--- src/rtl/led_fader.sv ---
// Multi-channel LED fader: accepts an on/off pattern, then ramps every channel's
// PWM brightness one step per prescaler tick towards its target endpoint.
module led_fader #(
    parameter int NUM_LEDS = 4,
    parameter int PWM_BITS = 8,
    parameter int STEP_DIV = 390625
) (
    input  logic                clk,
    input  logic                rst,
    input  logic [NUM_LEDS-1:0] pattern_in,
    input  logic                pattern_valid,
    output logic                pattern_ready,
    output logic                busy,
    output logic [NUM_LEDS-1:0] leds
);
    localparam int                  PRE_W    = (STEP_DIV > 1) ? $clog2(STEP_DIV) : 1;
    localparam logic [PRE_W-1:0]    PRE_LAST = PRE_W'(STEP_DIV - 1);
    localparam logic [PWM_BITS-1:0] LVL_MAX  = '1;

    typedef enum logic {S_IDLE, S_FADE} state_t;

    state_t               r_state;
    state_t               w_state_next;
    logic                 r_ready;
    logic [PRE_W-1:0]     r_presc;
    logic [PRE_W-1:0]     w_presc_next;
    logic [PWM_BITS-1:0]  r_pwm_cnt;
    logic [NUM_LEDS-1:0]  r_target;
    logic [NUM_LEDS-1:0]  w_target_next;
    logic [NUM_LEDS-1:0]  w_at_end;
    logic                 w_accept;
    logic                 w_tick;
    logic                 w_all_done;

    assign w_accept      = pattern_valid && r_ready;
    assign w_tick        = (r_state == S_FADE) && (r_presc == PRE_LAST);
    assign w_all_done    = &w_at_end;
    assign pattern_ready = r_ready;
    assign busy          = ~r_ready;

    always_comb begin
        w_state_next  = r_state;
        w_presc_next  = r_presc;
        w_target_next = r_target;
        case (r_state)
            S_IDLE: begin
                w_presc_next = '0;
                if (w_accept) begin
                    w_target_next = pattern_in;
                    w_state_next  = S_FADE;
                end
            end
            S_FADE: begin
                w_presc_next = w_tick ? '0 : r_presc + 1'b1;
                // Leave only once every channel lands on its endpoint on this tick.
                if (w_tick && w_all_done) begin
                    w_state_next = S_IDLE;
                end
            end
            default: begin
                w_state_next = S_IDLE;
                w_presc_next = '0;
            end
        endcase
    end

    always_ff @(posedge clk or negedge rst) begin
        if (!rst) begin
            r_state   <= S_IDLE;
            r_ready   <= 1'b1;
            r_presc   <= '0;
            r_target  <= '0;
            r_pwm_cnt <= '0;
        end else begin
            r_state   <= w_state_next;
            r_ready   <= (w_state_next == S_IDLE);
            r_presc   <= w_presc_next;
            r_target  <= w_target_next;
            r_pwm_cnt <= r_pwm_cnt + 1'b1;
        end
    end

    generate
        for (genvar gi = 0; gi < NUM_LEDS; gi++) begin : g_ch
            logic [PWM_BITS-1:0] r_level;
            logic [PWM_BITS-1:0] w_level_step;
            logic                r_led;

            // Saturating step towards the target endpoint; never wraps.
            always_comb begin
                w_level_step = r_level;
                if (r_target[gi] && (r_level != LVL_MAX)) begin
                    w_level_step = r_level + 1'b1;
                end else if (!r_target[gi] && (r_level != '0)) begin
                    w_level_step = r_level - 1'b1;
                end
            end

            assign w_at_end[gi] = r_target[gi] ? (w_level_step == LVL_MAX)
                                               : (w_level_step == '0);
            assign leds[gi]     = r_led;

            always_ff @(posedge clk or negedge rst) begin
                if (!rst) begin
                    r_level <= '0;
                    r_led   <= 1'b0;
                end else begin
                    if (w_tick) begin
                        r_level <= w_level_step;
                    end
                    r_led <= (r_level > r_pwm_cnt);
                end
            end
        end
    endgenerate
endmodule

--- config.mk ---
export PLATFORM = sky130hd
export DESIGN_NAME = led_fader
export DESIGN_NICKNAME = d
export VERILOG_FILES = /design/src/rtl/led_fader.sv
export SDC_FILE = /design/constraint.sdc
export NUM_CORES = 1
export LEC_CHECK = 0
export ABC_AREA = 0
export CORE_MARGIN = 3
export CORE_UTILIZATION = 40
export CTS_CLUSTER_DIAMETER = 80
export DETAILED_ROUTE_END_ITERATION = 12
export GPL_TIMING_DRIVEN = 0
export PLACE_DENSITY_LB_ADDON = 0.25
export SLEW_MARGIN = 15
export SYNTH_ARGS = -nofsm -noshare
export SYNTH_HDL_FRONTEND = slang
export SYNTH_SLANG_ARGS = --single-unit
--- constraint.sdc ---
create_clock -name clk -period 5 [get_ports clk]
set_input_delay 1 -clock clk [delete_from_list [all_inputs] [get_ports clk]]
set_output_delay 1 -clock clk [all_outputs]
set_load 0.01 [all_outputs]
Yosys cells after proc, flatten, opt, wreduce, memory -nomap -nowiden

Index checks and enable logic that the tools add are counted.

Input bits: 7
Word-level logic and storage cells: 81
Register bits after elaboration: 69

$lt $le $gt $ge: 4
$add $sub $neg: 10
Bitwise operators: 3
Reduce and logical (&&, ||, !) cells: 25
Muxes and demuxes: 17
Equality and inequality tests: 9

Operators by type and width:

| cell                  | count |
|---|---|
| $mux 8                | 8 |
| $add 8x1->8 const B   | 5 |
| $pmux 19 s2           | 1 |
| $eq 8x8->1 const B    | 4 |
| $gt 8x8->1            | 4 |
| $logic_not 8->1       | 4 |
| $ne 8x8->1 const B    | 4 |
| $reduce_bool 8->1     | 4 |
| $sub 8x1->8 const B   | 4 |
| $add 19x1->19 const B | 1 |
| $eq 19x19->1 const B  | 1 |
| $mux 19               | 1 |
| $logic_and 1x1->1     | 11 |
| $mux 1                | 6 |
| $logic_not 1->1       | 4 |
| $reduce_and 4->1      | 1 |
| $not 1->1             | 3 |
| $pmux 1 s2            | 1 |
| $reduce_and 2->1      | 1 |

Depth between registers and ports, before layout

Gate-level depths: netlist (run 1).

Depth in word-level cells: 11
Depth in mapped cells: 11

Worst setup path after synthesis (run 1)

Ideal clock, no wire load.

Kind: register to register
From: register g_ch[0].r_level[0]
To: register r_state
Arrival: 2.630 ns
Slack: 2.246 ns
Stages on the path, launching flop included: 12
Clock period less this slack: 2.754 ns
Library setup time: 0.124 ns
Path through: dfrtp_1 clkbuf_1 inv_1 ha_1 nor3b_1 a21oi_2 a32oi_1 xor2_1 nand2_1 or3_2 o32a_1 o31a_1

Word-level cells in the longest chain between the ends: 10

Ends and longest elaborated chain:

| item                                                | line    | RTL |
|---|---|---|
| start, declared                                     | 85      | `logic [PWM_BITS-1:0] r_level;` |
| start signal, assigned                              | 109     | `r_level <= w_level_step;` |
| branches (longest 3 deep; another with $sub 8x1->8) | n/a     |  |
| $mux 8 *                                            | 92      | `if (r_target[gi] && (r_level != LVL_MAX)) begin` |
| $eq 8x8->1 or $logic_not 8->1 (tied branches)       | 99, 100 |  |
| $mux 1 *                                            | 99      | `assign w_at_end[gi] = r_target[gi] ? (w_level_step == LVL_MAX)` |
| $reduce_and 4->1 *                                  | 37      | `assign w_all_done = &w_at_end;` |
| $logic_and 1x1->1 *                                 | 56      | `if (w_tick && w_all_done) begin` |
| $mux 1 *                                            | 56      |  |
| $pmux 1 s2 *                                        | 45      | `case (r_state)` |
| named net w_state_next                              | 23      | `state_t w_state_next;` |
| end signal, assigned                                | 75      | `r_state <= w_state_next;` |
| end, declared                                       | 22      | `state_t r_state;` |

Mark *: on every way through the listed nets, which the timed path passes.
A chain may end at the register's enable or synchronous reset.

Worst setup path after layout (run 1)

From: register g_ch[2].r_level[0]
To: register r_state

Word-level cells in the longest chain between the ends: 10

Ends and longest elaborated chain:

| item                                                | line |
|---|---|
| start, declared                                     | 85 |
| start signal, assigned                              | 109 |
| branches (longest 3 deep; another with $sub 8x1->8) | n/a |
| $mux 8 *                                            | 92 |
| $eq 8x8->1 or $logic_not 8->1 (tied branches)       | 99, 100 |
| $mux 1 *                                            | 99 |
| $reduce_and 4->1 *                                  | 37 |
| $logic_and 1x1->1 *                                 | 56 |
| $mux 1 *                                            | 56 |
| $pmux 1 s2 *                                        | 45 |
| named net w_state_next                              | 23 |

Marked as above.

==> results.py, run 1 <==
metrics = {
    "setup_path": {
        "cp_max_fo": 7,
        "cp_cell_sequence": "clkbuf_1 > inv_1 > ha_1 > nor3b_1 > and2_1 > o21ai_1 > xnor2_1 > or3_1 > nor4_1 > o22ai_1 > o31a_1",
        "endpoint": "r_state",
        "crit_start": "g_ch[2].r_level[0]",
        "startpoint_type": "register",
        "reg2reg_slack_ns": 1.76,
        "worst_r2r_endpoint": "r_state",
        "cp_slowest_cell": "nor3b_1",
        "cp.required_ns": 5.22,
        "setup.worst_path.class": "register to register",
        "endpoint_kind": "register",
        "arrival_ns": 3.46,
        "slowest_delay_ns": 0.44,
        "reg2reg_from": "g_ch[2].r_level[0]",
        "reg2regPathDepth": 11,
    },
    "route": {
        "routed.top_layer": "met4",
        "drt_iter0_drc": 327,
        "wl_per_cell_um": 16.0,
        "first_pass_iters": 5,
        "wirelength_um": 12800,
        "drc": 0,
        "vias": 4446,
        "viasPerCell": 5.58,
        "route.met2.wl_um": 5940,
        "route.met3.wl_um": 413,
        "drt-met1-wl_um": 6120,
        "ant_nets": 0,
    },
    "synthesis": {
        "synth_edf_count": 0,
        "syn-mean-instance-area_um2": 8.72,
        "ys_ff_latch": 69,
        "synth_area_leader_cell": "dfrtp_1",
        "ys_async_sr_fraction_pct": 100,
        "synth_nets": 652,
        "netlist_area_um2": 5210,
        "synthTopCellsByArea": "dfrtp_1 (33%), ha_1 (11%), xnor2_1 (5.5%)",
        "yosysTopAreaCellShare_pct": 32.6,
        "syn_inst": 598,
        "synth-main-ff-cell": "dfrtp_1",
        "synth.distinct_cells": 70,
        "yosysSeqAreaShare_pct": 33.1,
        "yosys_warnings": 0,
    },
    "placement": {
        "placed_cells": 783,
        "portBuffers": 12,
        "gp_congestion": 0.923,
        "dp_hpwl_um": 9310,
        "place_ws_ns": 1.82,
        "placedInstanceArea_um2": 5570,
    },
    "sta": {
        "final-setup-viol-count": 0,
        "finalSetupTns_ns": 0,
        "finalClockSkew_ns": 0.00730,
        "rsz0062_at_grt": "false",
        "hold_slack_ns": 0.473,
        "fmax_mhz": 309,
        "worst_pin_slew_ns": 0.788,
        "min_period_ns": 3.24,
        "final_max_slew_viol_count": 0,
        "period_share_pct": 64.7,
        "relSlewSlack_pct": 46.1,
        "setup_ws_ns": 1.76,
        "hold_viol_final": 0,
    },
    "floorplan": {
        "row_count": 41,
        "dieWidth_um": 120,
        "die_area_um2": 14400,
        "pin_count": 13,
        "die_h_um": 120,
        "core_um2": 12700,
        "initial_core_util_pct": 41.1,
    },
    "cts": {
        "clkSinkCount": 69,
        "clkLatencyLatePin_ns": 0.34,
        "clk_pin_slew_ns": 0.06,
        "tritoncts": "done",
        "cts_setup_buffers": 0,
        "cts_buffer_depth": 2,
        "ctsHoldBuffers": 0,
        "cts_root_buf": "clkbuf_16",
        "cts_made_buffers": 9,
        "ctsResizeCount": 0,
        "htreeDepth": 3,
    },
    "layout": {
        "mostFrequentLayoutCells": "dfrtp_1 (68), nor2_1 (59), nand2_1 (56)",
        "final_nets": 676,
        "fillers": 1230,
        "diodes": 0,
        "design_area_um2": 5860,
        "layout_commonest_cell": "dfrtp_1",
        "instances_no_fill": 797,
        "area_growth_pct": 12.4,
        "drive_gt1_share_pct": 8.00,
    },
    "grt": {
        "overflow": 0,
        "grt_pass1_wl_um": 21100,
        "track_usage_pct": 18.2,
        "grt_pass1_vias": 4165,
        "grt_max_degree": 51,
        "antenna_found_initial": 0,
    },
    "pwr": {
        "leakagePower_nw": 2.63,
        "ir_worst_vdd_mv": 0.136,
        "power.density_nw_per_um2": 245,
    },
    "run": {
        "maxCapViolCount": 0,
    },
    "status": {
        "status": "finished clean",
    },
    "hold_path": {
        "min_path_type": "register to register",
    },
}
-- through the flow --
stage | util [%] | power [W]
final | 46.2 | 0.00143
after global routing | 46.2 | 0.00150
after CTS | 46.2 | 0.00145
after detailed placement | 44.0 | 0.000821
after global placement | 43.8 | 0.000812
after floorplan | - | 0.000757
-- cell families after synthesis --
logic type	Yosys count	share of synthesized area (%)
AOI/OAI and AO/OA	106	13.5
xor gates and xnor gates	63	10.6
adders and majority gates	47	11.3
buffers and inverters	53	4.63
DFF	69	33.1
muxes	8	1.66
and+or+nand+nor	252	25.2
-- synthesized netlist by cell type, drive strengths merged, types with 2 or more instances --
cell	number
nor2b	5
inv	22
or4	5
o21a	7
nor3	13
or2	4
a211oi	9
nand4b	2
xnor2	33
mux2	5
and4	7
o31ai	3
a21o	8
dfrtp	68
a31oi	5
or3	7
a32oi	3
nor2	59
and3	13
o22ai	6
nor4	7
mux2i	3
buf	12
nor3b	6
o21ai	26
a2111oi	2
a41oi	3
ha	47
nand3	34
xor2	30
a21oi	21
nand2	56
nand4	19
and2	2
clkbuf	19
nand2b	7
-- critical path, delay by kind of cell, from the launching register on --
kind	cells	cell delay [ns]
compound gates	3	0.63
flops	1	0.38
buf+inv	2	0.38
xor+xnor	1	0.16
fa+ha+maj	1	0.22
simple gates	4	1.35
-- report_power, final --
group	leakage, nW	switching (W)	internal, W
combinational	1.56	0.000109	0.0000838
sequential	0.928	0.0000315	0.000588
clock	0.144	0.000239	0.000384
-- worst min path at each step --
stage | startpoint | end | slack [ns] | cells after the start
after floorplan | r_pwm_cnt[6] | r_pwm_cnt[6] | 0.45 | 1
after global placement | r_pwm_cnt[6] | r_pwm_cnt[6] | 0.46 | 1
after detailed placement | r_pwm_cnt[6] | r_pwm_cnt[6] | 0.47 | 1
after CTS | r_pwm_cnt[6] | r_pwm_cnt[6] | 0.47 | 1
after global routing | r_pwm_cnt[6] | r_pwm_cnt[6] | 0.50 | 1
final | r_pwm_cnt[6] | r_pwm_cnt[6] | 0.47 | 1
-- registers in the layout, indices dropped and copies added (netlist names) --
signal,flops
g_ch.r_level,32
r_presc,19
r_pwm_cnt,8
g_ch.r_led,4
r_target,4
pattern_ready,1
r_state,1
-- final cells by class --
cell class	instances	area, um^2	area share (%)
Multi-Input combinational cell	476	3240	55.4
Clock inverter	1	5.00	0.0854
Sequential cell	69	1730	29.5
Tap cell	172	215	3.67
Inverter	22	82.6	1.41
Buffer	31	159	2.71
Timing Repair Buffer	13	145	2.48
Clock buffer	13	280	4.78
-- metal layers --
layer	global-route usage (%)	up-vias
met3	2.78	26
met4	6.94	0
met5	0	-
li1	-	2181
met1	25.2	2129
met2	28.7	110
(Power assumes the default switching activity.)
==> inputs of run 2 (changes only) <==
clock period = 3.1 ns   (was 5 ns; I/O delays follow)
==> results.py, run 2 (same netlist as run 1, synthesis figures left out) <==
metrics = {
    "floorplan": {
        "pin_count": 13,
        "core_um2": 12700,
        "initial_core_util_pct": 41.1,
        "row_count": 41,
        "die_h_um": 120,
        "die_area_um2": 14400,
        "dieWidth_um": 120,
    },
    "grt": {
        "grt_pass1_vias": 4200,
        "antenna_found_initial": 0,
        "grt_pass1_wl_um": 21300,
        "grt_max_degree": 51,
        "track_usage_pct": 18.3,
        "overflow": 0,
    },
    "sta": {
        "relSlewSlack_pct": 46.8,
        "final-setup-viol-count": 0,
        "hold_viol_final": 0,
        "min_period_ns": 3.01,
        "final_max_slew_viol_count": 0,
        "period_share_pct": 97.0,
        "fmax_mhz": 333,
        "worst_pin_slew_ns": 0.789,
        "finalClockSkew_ns": 0.00683,
    },
    "pwr": {
        "ir_worst_vdd_mv": 0.218,
        "power.density_nw_per_um2": 388,
        "leakagePower_nw": 2.71,
        "finalPower_w": 0.00232,
    },
    "layout": {
        "area_growth_pct": 14.6,
        "fillers": 1208,
        "seq_area_um2": 1730,
        "multi_input_area_um2": 3350,
        "reg.largest.list": "g_ch.r_level (32), r_presc (19), r_pwm_cnt (8)",
        "top_register": "g_ch.r_level",
        "mostFrequentLayoutCells": "dfrtp_1 (67), nor2_1 (59), nand2_1 (56)",
        "diodes": 0,
        "final_nets": 675,
        "largest_reg_flops": 32,
        "layout_commonest_cell": "dfrtp_1",
        "drive_gt1_share_pct": 11.4,
        "post-route-util_pct": 47.2,
    },
    "run": {
        "maxCapViolCount": 0,
    },
    "status": {
        "status": "finished clean",
    },
    "setup_path": {
        "cp.required_ns": 3.32,
        "cp_cell_sequence": "buf_6 > or4_4 > or3_1 > buf_2 > a32oi_4 > xnor2_2 > nand3_2 > nor4_4 > o22ai_2 > o31a_1",
        "setup.worst_path.class": "register to register",
        "endpoint": "r_state",
        "crit_start": "g_ch[3].r_level[3]",
        "endpoint_kind": "register",
        "cp_max_fo": 10,
        "startpoint_type": "register",
        "cp_slowest_cell": "or4_4",
        "reg2reg_slack_ns": 0.09,
        "reg2regPathDepth": 10,
        "arrival_ns": 3.23,
        "slowest_delay_ns": 0.54,
        "reg2reg_from": "g_ch[3].r_level[3]",
        "worst_r2r_endpoint": "r_state",
    },
    "route": {
        "drc": 0,
        "drt_iter0_drc": 370,
        "ant_nets": 0,
        "first_pass_iters": 5,
        "wl_per_cell_um": 16.3,
        "wirelength_um": 12900,
        "viasPerCell": 5.60,
        "vias": 4461,
    },
    "cts": {
        "cts_root_buf": "clkbuf_16",
        "cts_buffer_depth": 2,
        "clkSinkCount": 69,
        "cts_made_buffers": 9,
        "clk_pin_slew_ns": 0.06,
        "tritoncts": "done",
        "ctsHoldBuffers": 0,
        "htreeDepth": 3,
        "clkLatencyLatePin_ns": 0.34,
    },
    "hold_path": {
        "min_path_type": "primary input to async pin",
    },
    "placement": {
        "gp_congestion": 0.923,
        "portBuffers": 12,
        "dp_hpwl_um": 9310,
    },
}
[run 2: routing by layer]
layer,GRT usage (%),share of wire [%],up-vias
met5,0,0,-
met4,7.59,2.5,0
met1,25.2,47,2146
li1,-,-,2185
met3,2.87,3.8,26
met2,28.8,47,104
[run 2: how the worst min path moves through the flow]
| stage | start | slack (ns) | to | cells after the start |
|---|---|---|---|---|
| final | rst | 0.17 | g_ch[3].r_level[7] | 1 |
| after detailed placement | r_pwm_cnt[6] | 0.47 | r_pwm_cnt[6] | 1 |
| after global placement | r_pwm_cnt[6] | 0.46 | r_pwm_cnt[6] | 1 |
| after global routing | rst | 0.19 | g_ch[2].r_level[1] | 1 |
| after CTS | rst | 0.17 | g_ch[2].r_level[1] | 1 |
| after floorplan | rst | 0.32 | g_ch[0].r_led | 0 |
[run 2: layout make-up]
cell class,instances,share of cell area (%)
multi-input combinational,476,56.1
sequential,69,28.9
clock buffer,13,4.69
tap,172,3.60
timing repair buffer,15,2.68
buffer,28,2.51
inverter,22,1.38
clock inverter,1,0.0838
[run 2: critical path: cells and delay by family, from the launching register on]
kind                   cells  cell delay, ns
AND/OR/NAND/NOR            4            1.36
AO/OA/AOI/OAI              3            0.64
XOR/XNOR                   1            0.17
flip-flops                 1            0.40
buffers and inverters      2            0.33
[run 2: repair_timing]
item,CTS,global route
setup buffers,0,2
pin swaps,0,4
endpoints found under the setup margin,2,2
resized for setup,5,21
[run 2: where the power goes]
group / internal (W) / switching (W) / total (W)
registers: 0.000948 / 0.0000504 / 0.000998
clock network: 0.000619 / 0.000388 / 0.00101
logic: 0.000135 / 0.000180 / 0.000316
total: 0.00170 / 0.000619 / 0.00232
[run 2: metrics by stage]
stage	setup slack (ns)	TNS [ns]	instance area, um^2	hold WS, ns	instances
final	0.0939	0	5980	0.173	796
after floorplan	0.346	0	5210	0.324	598
after detailed placement	-0.0795	-0.0799	5570	0.466	783
after global routing	-0.0120	-0.0120	5980	0.187	796
after global placement	-1.12	-76.02	5550	0.463	782
after CTS	0.0416	0	5880	0.172	797
==> inputs of run 3 (changes only) <==
ABC_AREA = 1   (was 0)
HOLD_SLACK_MARGIN = 0.06   (was default)
==> results.py, run 3 <==
metrics = {
    "pwr": {
        "ir_worst_vdd_mv": 0.230,
        "p_switching_w": 0.000790,
        "power.internal_w": 0.00177,
        "p_seq_share_pct": 39.6,
        "leakagePower_nw": 3.31,
        "clkPwrFrac_pct": 41.0,
        "power.density_nw_per_um2": 398,
        "p_comb_share_pct": 19.4,
        "switching_share_pct": 30.9,
    },
    "layout": {
        "reg.largest.list": "g_ch.r_level (32), r_presc (19), r_pwm_cnt (8)",
        "fillers": 1447,
        "largest_reg_flops": 32,
        "top_register": "g_ch.r_level",
        "layout_commonest_cell": "nand2_1",
        "drive_gt1_share_pct": 7.67,
        "mostFrequentLayoutCells": "nand2_1 (292), inv_1 (90), nor2_1 (80)",
        "area_growth_pct": 11.7,
        "design_area_um2": 6410,
        "instances_no_fill": 1067,
        "diodes": 0,
        "post-route-util_pct": 46.0,
        "final_nets": 936,
    },
    "setup_path": {
        "endpoint_kind": "register",
        "slowest_delay_ns": 0.42,
        "worst_r2r_endpoint": "r_state",
        "setup.worst_path.class": "register to register",
        "reg2reg_from": "g_ch[0].r_level[0]",
        "reg2reg_slack_ns": 0.61,
        "cp_max_fo": 7,
        "crit_family": "simple AND/OR/NAND/NOR gates",
        "endpoint": "r_state",
        "reg2regPathDepth": 15,
        "startpoint_type": "register",
        "cp.required_ns": 3.32,
        "critical_path_buf_inv_count": 1,
        "arrival_ns": 2.71,
        "cp_slowest_cell": "dfrtp_1",
        "crit_start": "g_ch[0].r_level[0]",
        "cp_cell_sequence": "inv_1 > ha_1 > nand3_1 > o21ai_1 > nand2_1 > nand2_1 > nand2_1 > nand2_1 > nand3_1 > nor2_1 > nand2_1 > nand2_1 > nand2_1 > nor2_2 > a21oi_1",
        "crit_top_cell": "nand2_1",
        "critical_path_depth": 15,
    },
    "cts": {
        "ctsResizeCount": 0,
        "tritoncts": "done",
        "cts_made_buffers": 9,
        "cts_buffer_depth": 2,
        "htreeDepth": 3,
        "clkLatencyLatePin_ns": 0.34,
        "cts_setup_buffers": 0,
        "cts_root_buf": "clkbuf_16",
        "ctsHoldBuffers": 0,
        "clk_pin_slew_ns": 0.06,
        "clkSinkCount": 69,
    },
    "floorplan": {
        "dieWidth_um": 126,
        "pin_count": 13,
        "die_area_um2": 15800,
        "core_um2": 13900,
        "row_count": 43,
        "die_h_um": 126,
        "initial_core_util_pct": 41.2,
    },
    "synthesis": {
        "syn_inst": 858,
        "yosysSeqAreaShare_pct": 30.1,
        "synth_area_leader_cell": "dfrtp_1",
        "synthTopCellsByArea": "dfrtp_1 (30%), nand2_1 (19%), ha_1 (10%)",
        "yosys_warnings": 0,
        "synth_commonest_cells": "nand2_1 (292), inv_1 (90), nor2_1 (80), dfrtp_1 (68), nand3_1 (68)",
        "ys_ff_latch": 69,
        "synth_nets": 912,
        "synth.distinct_cells": 37,
        "syn-mean-instance-area_um2": 6.69,
        "netlist_area_um2": 5740,
        "ys_async_sr_fraction_pct": 100,
        "synth-main-ff-cell": "dfrtp_1",
        "synth_edf_count": 0,
        "yosysMostFrequentCell": "nand2_1",
        "yosysTopAreaCellShare_pct": 29.6,
    },
    "placement": {
        "dp_hpwl_um": 10500,
        "placed_cells": 1051,
        "placedInstanceArea_um2": 6110,
        "portBuffers": 12,
        "gp_congestion": 0.865,
    },
    "grt": {
        "overflow": 0,
        "antenna_found_initial": 0,
        "grt_pass1_wl_um": 23400,
        "grt_pass1_vias": 4732,
        "track_usage_pct": 18.1,
        "grt_max_degree": 56,
    },
    "sta": {
        "finalClockSkew_ns": 0.00757,
        "final-setup-viol-count": 0,
        "fmax_mhz": 401,
        "rsz0062_at_grt": "false",
        "relSlewSlack_pct": 52.2,
        "final_max_slew_viol_count": 0,
        "period_share_pct": 80.3,
        "min_period_ns": 2.49,
        "hold_viol_final": 0,
        "worst_pin_slew_ns": 0.717,
    },
    "status": {
        "status": "finished clean",
    },
    "route": {
        "vias": 5268,
        "drc": 0,
        "first_pass_iters": 6,
        "ant_nets": 0,
        "drt_iter0_drc": 310,
        "wirelength_um": 13900,
        "viasPerCell": 4.94,
        "wl_per_cell_um": 13.1,
    },
    "hold_path": {
        "min_path_type": "primary input to async pin",
    },
    "run": {
        "maxCapViolCount": 0,
    },
}
[run 3: logic make-up (layout without fill, tap and decap cells)]
kind of cell / count (synthesis) / count (layout) / share of synthesized area, %
DFF: 69 / 69 / 30.1
and+or+nand+nor: 511 / 511 / 38.7
buffers and inverters: 116 / 145 / 8.45
adders and majority gates: 47 / 47 / 10.2
AOI/OAI and AO/OA: 84 / 84 / 7.78
xor gates and xnor gates: 31 / 31 / 4.73
[run 3: worst min-delay path by stage]
stage                from            end  cells past startpoint
4_1_cts               rst     r_presc[8]                      1
2_1_floorplan         rst  g_ch[0].r_led                      0
3_5_place_dp   r_presc[0]     r_presc[0]                      1
5_1_grt               rst     r_presc[8]                      1
3_3_place_gp   r_presc[0]     r_presc[0]                      1
6_report              rst    r_presc[10]                      1
[run 3: metrics by stage]
| stage | hold WS, ns | setup WS (ns) | TNS [ns] | total power, W |
|---|---|---|---|---|
| floorplan | 0.324 | 1.12 | 0 | 0.00139 |
| global placement | 0.453 | -1.14 | -77.62 | 0.00152 |
| detailed placement | 0.453 | 0.657 | 0 | 0.00152 |
| CTS | 0.135 | 0.642 | 0 | 0.00259 |
| global route | 0.135 | 0.417 | 0 | 0.00270 |
| finish | 0.138 | 0.609 | 0 | 0.00256 |
[run 3: final cells by class]
cell class	instances	area [um^2]	share of cell area, %
Clock inverter	6	62.6	0.975
Sequential cell	69	1730	26.9
Inverter	98	373	5.81
Multi-Input combinational cell	673	3530	55.0
Timing Repair Buffer	13	145	2.26
Tap cell	180	225	3.51
Buffer	18	113	1.76
Clock buffer	10	239	3.73
[run 3: layer usage]
layer / wire length (um) / global-route usage (%)
met1: 7080 / 26.0
met2: 6230 / 28.1
met3: 460 / 3.44
met4: 166 / 4.86
met5: 0 / 0
[run 3: power by group through the flow]
stage,clock [W],sequential [W],combinational (W)
6_report,0.00105,0.00101,0.000496
5_1_grt,0.00112,0.00102,0.000561
4_1_cts,0.00108,0.00101,0.000498
3_5_place_dp,0,0.00103,0.000495
3_3_place_gp,0,0.00103,0.000490
2_1_floorplan,0,0.00101,0.000375
